`src/rtl/mc_control_if.sv`:
```
// Memory request/ready handshake between the control sequencer
// and the memory port.
interface mc_control_if;
  logic mem_rd;
  logic mem_wr;
  logic mem_ready;

  modport master (
    output mem_rd,
    output mem_wr,
    input  mem_ready
  );

  modport slave (
    input  mem_rd,
    input  mem_wr,
    output mem_ready
  );
endinterface

```
`src/rtl/mc_control.sv`:
```
// Multi-cycle control sequencer: fetch/decode/exec/mem walk with
// bounded memory wait states, timeout fault and clean halting.
module mc_control #(
  parameter  int IMM_W   = 16,
  parameter  int TIMEOUT = 255,
  localparam int TO_W    = $clog2(TIMEOUT + 1)
) (
  input  logic        clk,
  input  logic        rst_n,
  input  logic        start,
  input  logic        halt_req,
  input  logic [5:0]  ir_op,
  input  logic [3:0]  ir_cond,
  input  logic        ir_set_status,
  input  logic [3:0]  status,
  mc_control_if.master mem,
  output logic        ld_ir,
  output logic        ld_reg,
  output logic        ld_status,
  output logic        oe_alu,
  output logic        pc_inc,
  output logic        sp_dec,
  output logic        sp_inc,
  output logic [31:0] imm_mask,
  output logic        retire,
  output logic        busy,
  output logic        fault
);

  typedef enum logic [2:0] {
    S_STOP,
    S_FETCH,
    S_DECODE,
    S_EXEC,
    S_MEM,
    S_FAULT
  } state_t;

  localparam logic [63:0] MASK64 = (64'd1 << IMM_W) - 64'd1;

  state_t          r_state;
  state_t          w_next;
  logic [TO_W-1:0] r_cnt;
  logic [TO_W-1:0] w_cnt_next;

  logic   w_mem_rd;
  logic   w_mem_wr;
  logic   w_cond_ok;
  logic   w_to;
  state_t w_bound;

  logic w_n, w_v, w_c, w_z;
  logic w_alu, w_load, w_store, w_misc;
  logic w_push, w_pop, w_halt;
  logic w_rd_type, w_wr_type;

  assign {w_n, w_v, w_c, w_z} = status;

  assign w_alu   = (ir_op[5:4] == 2'b00);
  assign w_load  = (ir_op[5:4] == 2'b01);
  assign w_store = (ir_op[5:4] == 2'b10);
  assign w_misc  = (ir_op[5:4] == 2'b11);
  assign w_push  = w_misc && (ir_op[3:0] == 4'd1);
  assign w_pop   = w_misc && (ir_op[3:0] == 4'd2);
  assign w_halt  = w_misc && (ir_op[3:0] == 4'd3);

  assign w_rd_type = w_load  | w_pop;
  assign w_wr_type = w_store | w_push;

  assign w_bound = halt_req ? S_STOP : S_FETCH;

  // Fault when this waiting cycle is the TIMEOUT-th one in a row
  assign w_to = !mem.mem_ready &&
                (r_cnt == TO_W'(TIMEOUT - 1));

  always_comb begin
    w_cond_ok = 1'b1;
    case (ir_cond)
      4'd1:    w_cond_ok = w_z;
      4'd2:    w_cond_ok = !w_z;
      4'd3:    w_cond_ok = !w_c;
      4'd4:    w_cond_ok = w_c && !w_z;
      4'd5:    w_cond_ok = !w_c || w_z;
      4'd6:    w_cond_ok = w_c;
      4'd7:    w_cond_ok = (w_n != w_v);
      4'd8:    w_cond_ok = !w_z && (w_n == w_v);
      4'd9:    w_cond_ok = w_z || (w_n != w_v);
      4'd10:   w_cond_ok = (w_n == w_v);
      default: w_cond_ok = 1'b1;
    endcase
  end

  always_ff @(posedge clk or negedge rst_n) begin
    if (!rst_n) begin
      r_state <= S_STOP;
      r_cnt   <= '0;
    end else begin
      r_state <= w_next;
      r_cnt   <= w_cnt_next;
    end
  end

  always_comb begin
    w_next     = r_state;
    w_cnt_next = '0;
    w_mem_rd   = 1'b0;
    w_mem_wr   = 1'b0;
    ld_ir      = 1'b0;
    ld_reg     = 1'b0;
    ld_status  = 1'b0;
    oe_alu     = 1'b0;
    pc_inc     = 1'b0;
    sp_dec     = 1'b0;
    sp_inc     = 1'b0;
    retire     = 1'b0;
    case (r_state)
      S_STOP: begin
        if (start) w_next = S_FETCH;
      end
      S_FETCH: begin
        w_mem_rd = 1'b1;
        if (mem.mem_ready) begin
          ld_ir  = 1'b1;
          pc_inc = 1'b1;
          w_next = S_DECODE;
        end else if (w_to) begin
          w_next = S_FAULT;
        end else begin
          w_cnt_next = r_cnt + 1'b1;
        end
      end
      S_DECODE: begin
        if (!w_cond_ok) begin
          retire = 1'b1;
          w_next = w_bound;
        end else begin
          unique case (1'b1)
            w_alu: w_next = S_EXEC;
            w_push: begin
              sp_dec = 1'b1;
              w_next = S_MEM;
            end
            w_load, w_store, w_pop:
              w_next = S_MEM;
            w_halt: begin
              retire = 1'b1;
              w_next = S_STOP;
            end
            default: begin
              retire = 1'b1;
              w_next = w_bound;
            end
          endcase
        end
      end
      S_EXEC: begin
        oe_alu    = 1'b1;
        ld_reg    = 1'b1;
        ld_status = ir_set_status;
        retire    = 1'b1;
        w_next    = w_bound;
      end
      S_MEM: begin
        w_mem_rd = w_rd_type;
        w_mem_wr = w_wr_type;
        if (mem.mem_ready) begin
          ld_reg = w_rd_type;
          sp_inc = w_pop;
          retire = 1'b1;
          w_next = w_bound;
        end else if (w_to) begin
          w_next = S_FAULT;
        end else begin
          w_cnt_next = r_cnt + 1'b1;
        end
      end
      S_FAULT: begin
        if (start) w_next = S_FETCH;
      end
      default: w_next = S_STOP;
    endcase
  end

  assign mem.mem_rd = w_mem_rd;
  assign mem.mem_wr = w_mem_wr;
  assign busy       = (r_state != S_STOP) &&
                      (r_state != S_FAULT);
  assign fault      = (r_state == S_FAULT);
  assign imm_mask   = MASK64[31:0];

endmodule

```
`src/flat_wrapper.sv`:
```
// flat-port wrapper written by rule: the top's interface ports become plain ports
module mc_control_flat 
#(
  parameter  int IMM_W   = 16,
  parameter  int TIMEOUT = 255,
  localparam int TO_W    = $clog2(TIMEOUT + 1)
)
  (clk, rst_n, start, halt_req, ir_op, ir_cond, ir_set_status, status, ld_ir, ld_reg, ld_status, oe_alu, pc_inc, sp_dec, sp_inc, imm_mask, retire, busy, fault, mem_mem_rd, mem_mem_wr, mem_mem_ready);
  mc_control_if mem_i ();
  input  logic clk;
  input  logic rst_n;
  input  logic start;
  input  logic halt_req;
  input  logic [5:0] ir_op;
  input  logic [3:0] ir_cond;
  input  logic ir_set_status;
  input  logic [3:0] status;
  output logic ld_ir;
  output logic ld_reg;
  output logic ld_status;
  output logic oe_alu;
  output logic pc_inc;
  output logic sp_dec;
  output logic sp_inc;
  output logic [31:0] imm_mask;
  output logic retire;
  output logic busy;
  output logic fault;
  output wire logic [$bits(mem_i.mem_rd)-1:0] mem_mem_rd;
  output wire logic [$bits(mem_i.mem_wr)-1:0] mem_mem_wr;
  input wire logic [$bits(mem_i.mem_ready)-1:0] mem_mem_ready;
  assign mem_mem_rd = mem_i.mem_rd;
  assign mem_mem_wr = mem_i.mem_wr;
  assign mem_i.mem_ready = mem_mem_ready;
  mc_control #(.IMM_W(IMM_W), .TIMEOUT(TIMEOUT)) u_core (.clk(clk), .rst_n(rst_n), .start(start), .halt_req(halt_req), .ir_op(ir_op), .ir_cond(ir_cond), .ir_set_status(ir_set_status), .status(status), .mem(mem_i), .ld_ir(ld_ir), .ld_reg(ld_reg), .ld_status(ld_status), .oe_alu(oe_alu), .pc_inc(pc_inc), .sp_dec(sp_dec), .sp_inc(sp_inc), .imm_mask(imm_mask), .retire(retire), .busy(busy), .fault(fault));
endmodule
```
`config.mk`:
```
export PLATFORM = sky130hd
export DESIGN_NAME = mc_control_flat
export DESIGN_NICKNAME = d
export VERILOG_FILES = /design/src/rtl/mc_control_if.sv /design/src/rtl/mc_control.sv /design/src/flat_wrapper.sv
export SDC_FILE = /design/constraint.sdc
export NUM_CORES = 1
export LEC_CHECK = 0
export ABC_CLOCK_PERIOD_IN_PS = 2100
export CORE_ASPECT_RATIO = 0.6
export CORE_MARGIN = 5
export CORE_UTILIZATION = 40
export DETAILED_ROUTE_END_ITERATION = 8
export PLACE_DENSITY = 0.81
export RECOVER_POWER = 50
export SLEW_MARGIN = 10
export SYNTH_ARGS = -nofsm -noshare
export SYNTH_HDL_FRONTEND = slang
export SYNTH_SLANG_ARGS = --single-unit
```
`constraint.sdc`:
```
create_clock -name clk -period 2.1 [get_ports clk]
set_clock_uncertainty 0.15 [all_clocks]
set_input_delay 0.315 -clock clk [delete_from_list [all_inputs] [get_ports clk]]
set_output_delay 0.315 -clock clk [all_outputs]
set_load 0.01 [all_outputs]
```
======== After elaboration in Yosys (flattened, before gate mapping) ========
Index checks and enable logic that the tools add are counted.
word-level totals
  logic and storage cells ................. 78
  latch bits .............................. 0
  input port bits ......................... 20
  RAM bits ................................ 0
  memories kept ........................... 0
  register bits after elaboration ......... 11
  ROM bits ................................ 0
cells by class
  multiply operators ...................... 0
  muxes and demuxes ....................... 28
  eq/ne operators ......................... 26
  divide/modulo/power cells ............... 0
  reduce and logical (&&, ||, !) cells .... 19
  add/subtract/negate cells ............... 1
  bitwise operators ....................... 2
  $lt $le $gt $ge ......................... 0
  shift operators ......................... 0
operators by type and width
  operator             count
  $mux 8               3
  $eq 4x2->1 const B   4
  $eq 4x3->1 const B   4
  $mux 3               5
  $pmux 3 s5           1
  $mux 1               14
  $eq 4x4->1 const B   3
  $pmux 1 s10          1
  $pmux 3 s3           1
  $add 8x1->8 const B  1
  $eq 4x1->1 const B   2
  $eq 8x8->1 const B   1
  $logic_and 1x1->1    7
  $eq 3x2->1 const B   2
  $eq 3x3->1 const B   2
  $reduce_or 5->1      1
  $eq 2x2->1 const B   2
  $pmux 1 s2           2
  $reduce_or 2->1      2
  $reduce_or 4->1      1
  $eq 3x1->1 const B   1
  $logic_not 1->1      3
  $logic_not 3->1      1
  $ne 3x3->1 const B   1
  9 further kinds      11

======== Depth between registers and ports, before layout ========
  depth in word-level cells ............... 6
  gate-level depth with buffers ........... 8

======== Worst setup path after synthesis ========
Ideal clock, no wire load.
  path kind ............................... reg2reg
  from .................................... reg u_core.r_cnt[0]
  to ...................................... reg u_core.r_state[0]
  slack ................................... 0.209 ns
  cell stages (with the launch flop) ...... 8
  data required time ...................... 1.812 ns
  data arrival time ....................... 1.603 ns
  period minus slack after synthesis ...... 1.891 ns
  cells stage by stage .................... dfrtp_1 > inv_1 > ha_1 > and4_4 > o221a_1 > a311o_1 > nor3_2 > a221oi_2
between the ends
  longest elaborated chain between the ends .. 5
  elaborated cells between the ends (all ways) .. 6
  those cells by class .................... eq/ne: 1; mux: 4; reduce/logical: 1
RTL lines
  item                              RTL line          text
  start: declaration                mc_control.sv:43  logic [TO_W-1:0] r_cnt;
  start signal: assignment          mc_control.sv:99  r_cnt <= w_cnt_next;
  $eq 8x8->1 *                      mc_control.sv:74  (r_cnt == TO_W'(TIMEOUT - 1));
  $logic_and 1x1->1 *               mc_control.sv:73  assign w_to = !mem.mem_ready &&
  $mux 3 *                          -
  $mux 3, on equally long branches  -
  $pmux 3 s5 *                      -
  end signal: assignment            mc_control.sv:98  r_state <= w_next;
  end: declaration                  mc_control.sv:41  state_t r_state;
Mark *: on every way between the ends. The rest lies on a longest branch, timed or not.
A chain may end at the register's enable or synchronous reset.

======== Worst setup path in the final report ========
  from .................................... in ir_op[1]
  to ...................................... out retire
between the ends
  longest elaborated chain between the ends .. 6
  elaborated cells between the ends (all ways) .. 8
  those cells by class .................... eq/ne: 2; mux: 3; reduce/logical: 3
RTL lines
  item                                             RTL line                            text
  start: declaration                               flat_wrapper.sv:14                  input logic [5:0] ir_op;
  $eq 4x2->1 / $eq 4x1->1 (equally long branches)  mc_control.sv:64, mc_control.sv:63
  $logic_and 1x1->1, on equally long branches      mc_control.sv:64, mc_control.sv:63
  $reduce_or 5->1 (no line) *                      -
  $mux 1 *                                         mc_control.sv:137                   unique case (1'b1)
  $mux 1 *                                         mc_control.sv:133                   if (!w_cond_ok) begin
  $pmux 1 s3 *                                     mc_control.sv:116                   case (r_state)
  end: declaration                                 flat_wrapper.sv:26                  output logic retire;
Marks and branches as above.

==> run_results.csv <==
group,metric,value,unit
sta,setup_viol,0,
power,power_density,745.3,nW/um^2
clocking,cts_tree,"yes",
sta,finalSetupTns,0,ps
global_route,grt_pass1_wl,5375,microns
routing,drc_errors,0,
routing,dr_total_vias,1199,
clocking,cts_made_buffers,3,
routing,wire_per_inst,14.46,microns
placement,io_buffers,31,
power,power,1.324,mW
outcome,outcome,"complete, no violations",
global_route,grt_overflow_total,0,
synthesis,yosys_warnings,0,
synthesis,synth_edf_count,0,
synthesis,postSynthCellCount,155,
finish,final_util,60.68,%
clocking,clkTransAtPathRegs,50,ps
worst_setup_path,end_kind,"output pin",
placement,dpl.hpwl,2642,microns
worst_setup_path,arrival,1630,ps
sta,hold_violations,0,
clocking,postCtsHoldBufs,0,
sta,rsz0062_at_grt,"true",
routing,drt_iter0_markers,143,
synthesis,seq_area_frac_synth,22.02,%
synthesis,async_reset_ff_share,100.0,%
worst_setup_path,worstPathBufferInverterCount,2,
sta,report.final.slew_viol_count,0,
global_route,track_usage,16.37,%
clocking,cts_root_buffer,"clkbuf_8",
worst_setup_path,crit_required,1630,ps
worst_setup_path,r2r_slack,60,ps
synthesis,synth-seq-cells,11,
clocking,h-tree-depth,1,
worst_setup_path,cp_top_family,"buffers and inverters",
routing,routed_wl,3688,microns
die,die_x,82.17,microns
synthesis,syn_area,1250,sq um
die,dieArea,4379,sq um
synthesis,yosysTopAreaCellShare,22.02,%
clocking,cts_num_sinks,11,
sta,finalCriticalPeriod,2099,ps
worst_setup_path,max_stage_delay,460,ps
global_route,grt_max_degree,12,
synthesis,synth_area_per_cell,8.064,sq um
placement,place_congestion,0.8051,
die,die_h,53.30,microns
clocking,clock_latency,240,ps
sta,finalCritPeriodShare,99.94,%
power,ir_drop,313.1,uV
worst_setup_path,critPathLaunchType,"input port",
routing,ant_nets,0,
clocking,clk_path_buf_depth,2,
sta,fmax,476.5,MHz
placement,dp.cells,244,
global_route,grt_pass1_vias,1129,
die,io_pins,64,
worst_setup_path,cp_max_fo,2,
run,drv_cap,0,
finish,stdcell_count,255,
synthesis,ys_types,45,
global_route,antenna_found_initial,0,
synthesis,synthTopCellsByArea,"dfrtp_1 (22%), buf_4 (20%), ha_1 (7.0%), nor2_1 (4.5%), xor2_1 (4.2%)",
worst_setup_path,worstSetupPathType,"in -> out",
finish,syn_to_final_growth,42.14,%
finish,drive_gt1_share,31.92,%
finish,antenna_cells,0,
hold_path,hp-class,"in -> async",
finish,final_nets,241,
routing,dr.pass1.iters,4,
sta,fin_hold_ws,328.6,ps
synthesis,yosys_most_used_dff,"dfrtp_1",
worst_setup_path,crit_slowest_cell,"clkdlybuf4s50_1",
worst_setup_path,path_cells,"clkdlybuf4s50_1 -> xor2_2 -> a21oi_4 -> a221oi_2 -> o31ai_1 -> buf_2",
power,leakage,0.9013,nW
die,coreArea,2928,sq um
synthesis,synth_top_cell_by_area,"dfrtp_1",
routing,via_per_inst,4.702,
die,rows,15,
die,start_util,42.69,%
## cells by family after synthesis
family | count (synthesis) | share of synthesized area [%]
xor gates and xnor gates | 8 | 5.606
AOI/OAI and AO/OA | 29 | 17.32
adders and majority gates | 7 | 7.007
DFF | 11 | 22.02
buffers and inverters | 49 | 26.53
other | 2 | 0.6008
and+or+nand+nor | 49 | 20.92
## Yosys cell counts (3+ instances only)
cell type   n
o21ai_0     5
nand3_1     5
buf_4      34
a21oi_1     5
nor3_1      3
nand2b_1    3
nor2b_1     3
dfrtp_1    11
ha_1        7
xor2_1      6
nor2_1     15
inv_1      10
nand2_1     9
## final timing paths
path,start,end,cells past startpoint
worst max-delay path,ir_op[1],retire,6
worst min-delay path,rst_n,u_core.r_cnt[6],1
worst max register to register,u_core.r_state[1],u_core.r_state[0],7
worst min register to register,u_core.r_cnt[5],u_core.r_cnt[5],2
max in group asynchronous,rst_n,u_core.r_state[1],1
min in group clk,u_core.r_cnt[5],u_core.r_cnt[5],2
## cell usage in the layout, fill, tap and decap left out, types with 2 or more instances in the layout
cell type / synthesis / layout
buf_2: 2 / 4
clkdlybuf4s15_1: 0 / 3
a221oi_2: 1 / 2
o21ai_1: 0 / 3
and3_1: 2 / 2
clkbuf_2: 0 / 9
clkdlybuf4s50_1: 0 / 6
nand2_2: 0 / 2
nor2b_1: 3 / 3
buf_6: 2 / 2
nand3_1: 5 / 5
ha_1: 7 / 6
xor2_1: 6 / 5
nand2b_1: 3 / 3
dlymetal6s2s_1: 0 / 2
nand2_1: 9 / 7
dfrtp_1: 11 / 11
nor3_1: 3 / 2
buf_4: 34 / 28
nor3_2: 1 / 2
nor2_1: 15 / 15
a21oi_1: 5 / 4
conb_1: 2 / 32
inv_1: 10 / 10
dlygate4sd2_1: 0 / 6
clkbuf_8: 0 / 3
## sequential cells by signal (all words and copies together), names as in the netlist
register / cells
u_core.r_cnt: 8
u_core.r_state: 3
## timing repair
action / CTS / global route
buffers inserted: 6 / 1
resized for setup: 50 / 32
pin swaps: 7 / 12
endpoints found under the hold margin: 0 / 0
setup endpoints to repair: 11 / 9
## where the power goes
part / leakage, nW / internal [mW] / switching [mW]
logic: 0.729 / 0.384 / 0.450
clock network: 0.0228 / 0.133 / 0.0783
registers: 0.149 / 0.247 / 0.0319
## per-stage QoR
step	worst slack, ps	cell area (sq um)
global placement	-705.4	1618
finish	1.257	1777
detailed placement	-752.9	1618
CTS	2.694	1728
global route	-85.68	1777
floorplan	209.2	1363
## layout make-up
cell class,count,area [sq um]
clock buffers,4,45.04
inverters,11,43.79
multi-input cells,125,874.6
repair buffers,62,485.5
fillers,273,1151
flip-flops and latches,11,275.3
well taps,42,52.55
## per-layer routing
layer | global-route usage [%] | vias up | routed length (microns)
li1 | - | 579 | -
met3 | 3.231 | 8 | 280
met2 | 26.27 | 54 | 1738
met4 | 2.486 | 0 | 73
met1 | 22.95 | 558 | 1596
met5 | 0 | - | 0
Note: power is estimated with default switching activity, not from simulation.
